===== src/rtl/stream_widener.sv =====
// stream_widener: packs RATIO narrow beats LSB-first into one wide word, with FLUSH for partial words.
module stream_widener #(
    parameter int DIN_WIDTH = 128,
    parameter int RATIO     = 2
) (
    input  logic                         CLK,
    input  logic                         RESET,
    input  logic                         iVALID,
    output logic                         oREADY,
    input  logic [DIN_WIDTH-1:0]         DIN,
    input  logic                         FLUSH,
    output logic                         oVALID,
    input  logic                         iREADY,
    output logic [DIN_WIDTH*RATIO-1:0]   DOUT,
    output logic [RATIO-1:0]             oKEEP,
    output logic [31:0]                  oWORDS
);
    localparam int CW = $clog2(RATIO);
    localparam logic [CW-1:0] LAST = CW'(RATIO - 1);
    logic [CW-1:0] fcnt;
    logic flush_pend;
    logic [RATIO-2:0][DIN_WIDTH-1:0] acc;
    logic [RATIO-1:0][DIN_WIDTH-1:0] word;
    logic [RATIO-1:0] keep;
    logic [CW:0] n;
    logic out_free, accept, flush_req, load;
    assign out_free  = !oVALID || iREADY;
    assign oREADY    = !RESET && !flush_pend && (fcnt != LAST || out_free);
    assign accept    = iVALID && oREADY;
    assign flush_req = FLUSH && !flush_pend && (fcnt != '0 || accept);
    assign load      = out_free && (flush_pend || flush_req || (accept && fcnt == LAST));
    assign n         = {1'b0, fcnt} + (CW + 1)'(accept);
    // Candidate word: filled slots, plus this cycle's beat in slot fcnt, zeros above.
    for (genvar k = 0; k < RATIO; k++) begin : g_slot
        if (k < RATIO - 1) begin : g_acc
            assign word[k] = ((CW + 1)'(k) < {1'b0, fcnt}) ? acc[k] :
                             (((CW + 1)'(k) == {1'b0, fcnt}) && accept) ? DIN : '0;
        end else begin : g_top
            assign word[k] = (accept && fcnt == LAST) ? DIN : '0;
        end
        assign keep[k] = (CW + 1)'(k) < n;
    end
    always_ff @(posedge CLK) begin
        if (RESET) begin
            fcnt       <= '0;
            flush_pend <= 1'b0;
            acc        <= '0;
            oVALID     <= 1'b0;
            DOUT       <= '0;
            oKEEP      <= '0;
            oWORDS     <= '0;
        end else begin
            if (oVALID && iREADY) oWORDS <= oWORDS + 32'd1;
            if (load) begin
                DOUT       <= word;
                oKEEP      <= keep;
                oVALID     <= 1'b1;
                fcnt       <= '0;
                flush_pend <= 1'b0;
            end else begin
                if (iREADY) oVALID <= 1'b0;
                if (accept) fcnt <= fcnt + CW'(1);
                for (int k = 0; k < RATIO - 1; k++)
                    if (accept && fcnt == CW'(k)) acc[k] <= DIN;
                if (flush_req) flush_pend <= 1'b1;
            end
        end
    end
endmodule


===== config.mk =====
export PLATFORM = sky130hd
export DESIGN_NAME = stream_widener
export DESIGN_NICKNAME = d
export VERILOG_FILES = /design/src/rtl/stream_widener.sv
export SDC_FILE = /design/constraint.sdc
export NUM_CORES = 1
export LEC_CHECK = 0
export BUFFER_PORTS_ARGS = -buffer_cell sky130_fd_sc_hd__buf_2
export CAP_MARGIN = 20
export CORE_ASPECT_RATIO = 1.25
export CORE_UTILIZATION = 52
export DETAILED_ROUTE_END_ITERATION = 10
export PLACE_DENSITY = 0.83
export SETUP_SLACK_MARGIN = 0.02
export SLEW_MARGIN = 20
export SYNTH_ARGS = -nofsm -noshare
export SYNTH_HDL_FRONTEND = slang
export SYNTH_SLANG_ARGS = --single-unit

===== constraint.sdc =====
create_clock -name CLK -period 2.79 [get_ports CLK]
set_input_delay 0.6975 -clock CLK [delete_from_list [all_inputs] [get_ports CLK]]
set_output_delay 0.6975 -clock CLK [all_outputs]
set_load 0.1 [all_outputs]

==> report_table.html <==
<table>
<tr><th>Metric</th><th>Value</th></tr>
<tr><th colspan="2">Run status</th></tr>
<tr><td>Outcome</td><td>complete, no violations</td></tr>
<tr><th colspan="2">Worst setup path</th></tr>
<tr><td>Crit path max fanout</td><td>8</td></tr>
<tr><td>Startpoint-to-endpoint class of the critical path</td><td>reg2out</td></tr>
<tr><td>Cells traversed along the worst timing path</td><td>nor2b_1 &gt; a211oi_4 &gt; buf_2</td></tr>
<tr><td>Longest individual stage delay on the worst path</td><td>0.48 ns</td></tr>
<tr><td>Data required time at the worst endpoint</td><td>2.09 ns</td></tr>
<tr><td>Sum of buffers and inverters on the critical path</td><td>1</td></tr>
<tr><td>Kind of end point of the critical path</td><td>output pin</td></tr>
<tr><td>Cell family with most CP delay</td><td>buffers and inverters</td></tr>
<tr><td>Worst endpoint data arrival time</td><td>1.80 ns</td></tr>
<tr><td>Startpoint type of the worst setup path</td><td>register</td></tr>
<tr><td>Max stage delay cell, worst path</td><td>sky130_fd_sc_hd__buf_2</td></tr>
<tr><th colspan="2">Timing</th></tr>
<tr><td>RSZ-0062 raised after global routing</td><td>no</td></tr>
<tr><td>Setup TNS after final layout</td><td>0 ns</td></tr>
<tr><td>Final setup viols</td><td>0</td></tr>
<tr><td>Fmax</td><td>400 MHz</td></tr>
<tr><td>Min Clock Period, post-route</td><td>2.50 ns</td></tr>
<tr><td>Final number of hold-violating endpoints</td><td>0</td></tr>
<tr><td>Post-Route Skew</td><td>0.0211 ns</td></tr>
<tr><td>Final clock period utilization by the worst path</td><td>89.6%</td></tr>
<tr><td>Max-slew violations</td><td>0</td></tr>
<tr><td>Pin slew with the least headroom to its limit</td><td>0.827 ns</td></tr>
<tr><td>Normalized max-slew margin</td><td>44.8%</td></tr>
<tr><td>Final hold slack</td><td>0.383 ns</td></tr>
<tr><th colspan="2">Final layout</th></tr>
<tr><td>Final nets</td><td>2,102</td></tr>
<tr><td>Number of fill cells</td><td>2,283</td></tr>
<tr><td>Util after Layout</td><td>66.3%</td></tr>
<tr><td>Synth-to-layout area growth</td><td>24.1%</td></tr>
<tr><td>Non-filler cells, final</td><td>2,386</td></tr>
<tr><td>Fraction of layout instances using a drive strength above 1</td><td>26.0%</td></tr>
<tr><th colspan="2">Global routing</th></tr>
<tr><td>GR Overflow Total</td><td>0</td></tr>
<tr><td>Global router's overall resource usage</td><td>29.2%</td></tr>
<tr><td>Antenna violations before repair</td><td>6</td></tr>
<tr><td>Number of global-route vias before repair</td><td>13,424</td></tr>
<tr><td>Global-route wire length before repair</td><td>72,200 um</td></tr>
<tr><td>Maximum number of pins on one net before global-route repair</td><td>175</td></tr>
<tr><th colspan="2">Logic synthesis</th></tr>
<tr><td>Cell type with the highest aggregate area in the netlist</td><td>sky130_fd_sc_hd__dfxtp_1</td></tr>
<tr><td>Area share of the largest cell type after synthesis</td><td>54.9%</td></tr>
<tr><td>Number of storage elements in the synthesis netlist</td><td>421</td></tr>
<tr><td>Share of synthesized area occupied by flip-flops and latches</td><td>54.9%</td></tr>
<tr><td>Synth area leaders</td><td>sky130_fd_sc_hd__dfxtp_1 55%, sky130_fd_sc_hd__a21oi_1 9.2%, sky130_fd_sc_hd__a22o_1 7.3%, sky130_fd_sc_hd__nand2_1 6.5%, sky130_fd_sc_hd__a211oi_1 6.4%</td></tr>
<tr><td>Warnings, synthesis</td><td>0</td></tr>
<tr><td>Most frequently used flop master after synthesis</td><td>sky130_fd_sc_hd__dfxtp_1</td></tr>
<tr><td>Number of enable-type register cells in the synthesized netlist</td><td>0</td></tr>
<tr><td>Post-synth net total</td><td>1,781</td></tr>
<tr><td>Post-synthesis instance total</td><td>1,647</td></tr>
<tr><td>Mapped Avg Cell Area</td><td>9.32 um^2</td></tr>
<tr><td>Post-Syn Area</td><td>15,400 um^2</td></tr>
<tr><td>Proportion of synthesized flip-flops having asynchronous set or reset</td><td>0%</td></tr>
<tr><td>Post-synthesis cell type count</td><td>38</td></tr>
<tr><th colspan="2">Routing</th></tr>
<tr><td>Number of vias per cell after detailed routing</td><td>6.02</td></tr>
<tr><td>Wire length after detailed routing</td><td>46,000 um</td></tr>
<tr><td>DRC violations left</td><td>0</td></tr>
<tr><td>DR pass1 iterations</td><td>5</td></tr>
<tr><td>Post-DR wirelength/cell</td><td>19.3 um</td></tr>
<tr><td>Total via count in the routed design</td><td>14,367</td></tr>
<tr><td>Drt first-iter violations</td><td>1,220</td></tr>
<tr><td>Count of antenna-violating nets left after detailed routing</td><td>0</td></tr>
<tr><th colspan="2">CTS</th></tr>
<tr><td>CTS buffer count</td><td>41</td></tr>
<tr><td>Hold buffers post-CTS</td><td>0</td></tr>
<tr><td>Quantity of gates resized following cts</td><td>0</td></tr>
<tr><td>Worst skew pair latency</td><td>0.54 ns</td></tr>
<tr><td>CTS tree</td><td>done</td></tr>
<tr><td>Clock-pin slew of the registers on the worst-case setup and hold paths</td><td>0.06 ns</td></tr>
<tr><td>Post-CTS Setup Inserts</td><td>0</td></tr>
<tr><td>Clock Tree Root</td><td>sky130_fd_sc_hd__clkbuf_16</td></tr>
<tr><td>Clock H-tree levels</td><td>2</td></tr>
<tr><td>Clk sink count</td><td>421</td></tr>
<tr><td>CTS max path bufs</td><td>3</td></tr>
<tr><th colspan="2">Power</th></tr>
<tr><td>Peak supply drop</td><td>0.000612 V</td></tr>
<tr><td>Power per Cell Area</td><td>775 nW/um^2</td></tr>
<tr><td>Static leakage power</td><td>7.68 nW</td></tr>
<tr><th colspan="2">Floorplan</th></tr>
<tr><td>Die boundary height</td><td>194 um</td></tr>
<tr><td>Num rows</td><td>69</td></tr>
<tr><td>Horizontal die dimension</td><td>156 um</td></tr>
<tr><td>Initial standard-cell utilization of the core</td><td>53.4%</td></tr>
<tr><td>Placeable Area</td><td>28,700 um^2</td></tr>
<tr><td>Die footprint</td><td>30,200 um^2</td></tr>
<tr><td>I/O pins</td><td>425</td></tr>
<tr><th colspan="2">Worst hold path</th></tr>
<tr><td>Worst min path class</td><td>in2reg</td></tr>
<tr><th colspan="2">Flow run</th></tr>
<tr><td>Total of max-cap violations</td><td>0</td></tr>
<tr><th colspan="2">Placement</th></tr>
<tr><td>Placed wire-length estimate</td><td>28,600 um</td></tr>
<tr><td>Weighted congestion at the end of routability-driven global placement</td><td>0.818</td></tr>
<tr><td>Dpl cells</td><td>2,315</td></tr>
<tr><td>Number of I/O port buffers</td><td>424</td></tr>
</table>
## worst paths after layout
path | start | endpoint | slack (ns) | depth (start not counted)
setup / recovery | oVALID | oREADY | 0.29 | 3
hold / removal | RESET | DOUT[3] | 0.38 | 2
hold reg to reg | acc[110] | acc[110] | 0.45 | 2
setup reg to reg | oWORDS[10] | oWORDS[31] | 0.45 | 4
## stage by stage
step / total power (W) / setup WS (ns) / area [um^2]
floorplan: 0.00864 / 0.0651 / 15400
global placement: 0.00923 / 0.434 / 17700
detailed placement: 0.00928 / 0.335 / 17700
CTS: 0.0148 / 0.257 / 19000
global route: 0.0152 / 0.229 / 19000
finish: 0.0148 / 0.290 / 19000
## state kept, by name (all words and copies together), names as in the netlist
name	flops
DOUT	256
acc	128
oWORDS	32
oKEEP	2
fcnt	1
flush_pend	1
oVALID	1
## placed cells by master, fill, tap and decap left out, types with 2 or more instances in the layout
cell type,instances
sky130_fd_sc_hd__a211oi_1,129
sky130_fd_sc_hd__a21oi_1,281
sky130_fd_sc_hd__a22o_1,128
sky130_fd_sc_hd__a22oi_1,128
sky130_fd_sc_hd__and2_1,2
sky130_fd_sc_hd__and3_1,2
sky130_fd_sc_hd__and4_1,4
sky130_fd_sc_hd__buf_12,11
sky130_fd_sc_hd__buf_2,423
sky130_fd_sc_hd__buf_4,14
sky130_fd_sc_hd__bufinv_16,5
sky130_fd_sc_hd__clkbuf_1,7
sky130_fd_sc_hd__clkbuf_16,43
sky130_fd_sc_hd__clkbuf_8,2
sky130_fd_sc_hd__clkinv_2,5
sky130_fd_sc_hd__dfxtp_1,420
sky130_fd_sc_hd__diode_2,6
sky130_fd_sc_hd__inv_1,8
sky130_fd_sc_hd__nand2_1,264
sky130_fd_sc_hd__nand2b_1,2
sky130_fd_sc_hd__nand3_1,12
sky130_fd_sc_hd__nand4_1,9
sky130_fd_sc_hd__nor2_1,10
sky130_fd_sc_hd__nor3_1,2
sky130_fd_sc_hd__o21ai_0,9
sky130_fd_sc_hd__o31ai_1,16
sky130_fd_sc_hd__or3_1,6
sky130_fd_sc_hd__or4_1,17
sky130_fd_sc_hd__xor2_1,8
## cell families after synthesis
| logic type | after synthesis | synth area share [%] |
|---|---|---|
| and+or+nand+nor | 337 | 9.40 |
| xor gates and xnor gates | 9 | 0.514 |
| DFF | 421 | 54.9 |
| buffers and inverters | 179 | 4.56 |
| adders and majority gates | 2 | 0.147 |
| AOI/OAI and AO/OA | 699 | 30.5 |
## area by class of cell
class,count,area [um^2],area share (%)
inverter,8,30.0,0.158
clock buffer,52,1130,5.93
timing repair buffer,449,2460,12.9
clock inverter,13,200,1.05
antenna,6,15.0,0.0788
multi-input combinational,1047,6300,33.1
sequential,421,8430,44.3
tap,390,488,2.56
## Yosys cell counts, types with 11 or more instances
cell type / instances
sky130_fd_sc_hd__o31ai_1: 16
sky130_fd_sc_hd__a22o_1: 128
sky130_fd_sc_hd__or4_1: 17
sky130_fd_sc_hd__a211oi_1: 130
sky130_fd_sc_hd__clkbuf_1: 148
sky130_fd_sc_hd__a22oi_1: 128
sky130_fd_sc_hd__dfxtp_1: 421
sky130_fd_sc_hd__nor2_1: 11
sky130_fd_sc_hd__nand3_1: 12
sky130_fd_sc_hd__buf_2: 16
sky130_fd_sc_hd__nand2_1: 264
sky130_fd_sc_hd__a21oi_1: 281
## per-layer routing
metal	global-route usage (%)	wire [um]
met1	36.1	17900
met3	7.09	3880
met4	11.6	1610
met2	48.8	22500
met5	0	0
## power breakdown
part / total [W] / leakage (nW) / internal, W / switching, W
Combinational: 0.00276 / 3.61 / 0.000511 / 0.00225
Clock: 0.00558 / 0.652 / 0.00331 / 0.00227
Sequential: 0.00642 / 3.42 / 0.00628 / 0.000141
Power figures use the tool's default switching activity.
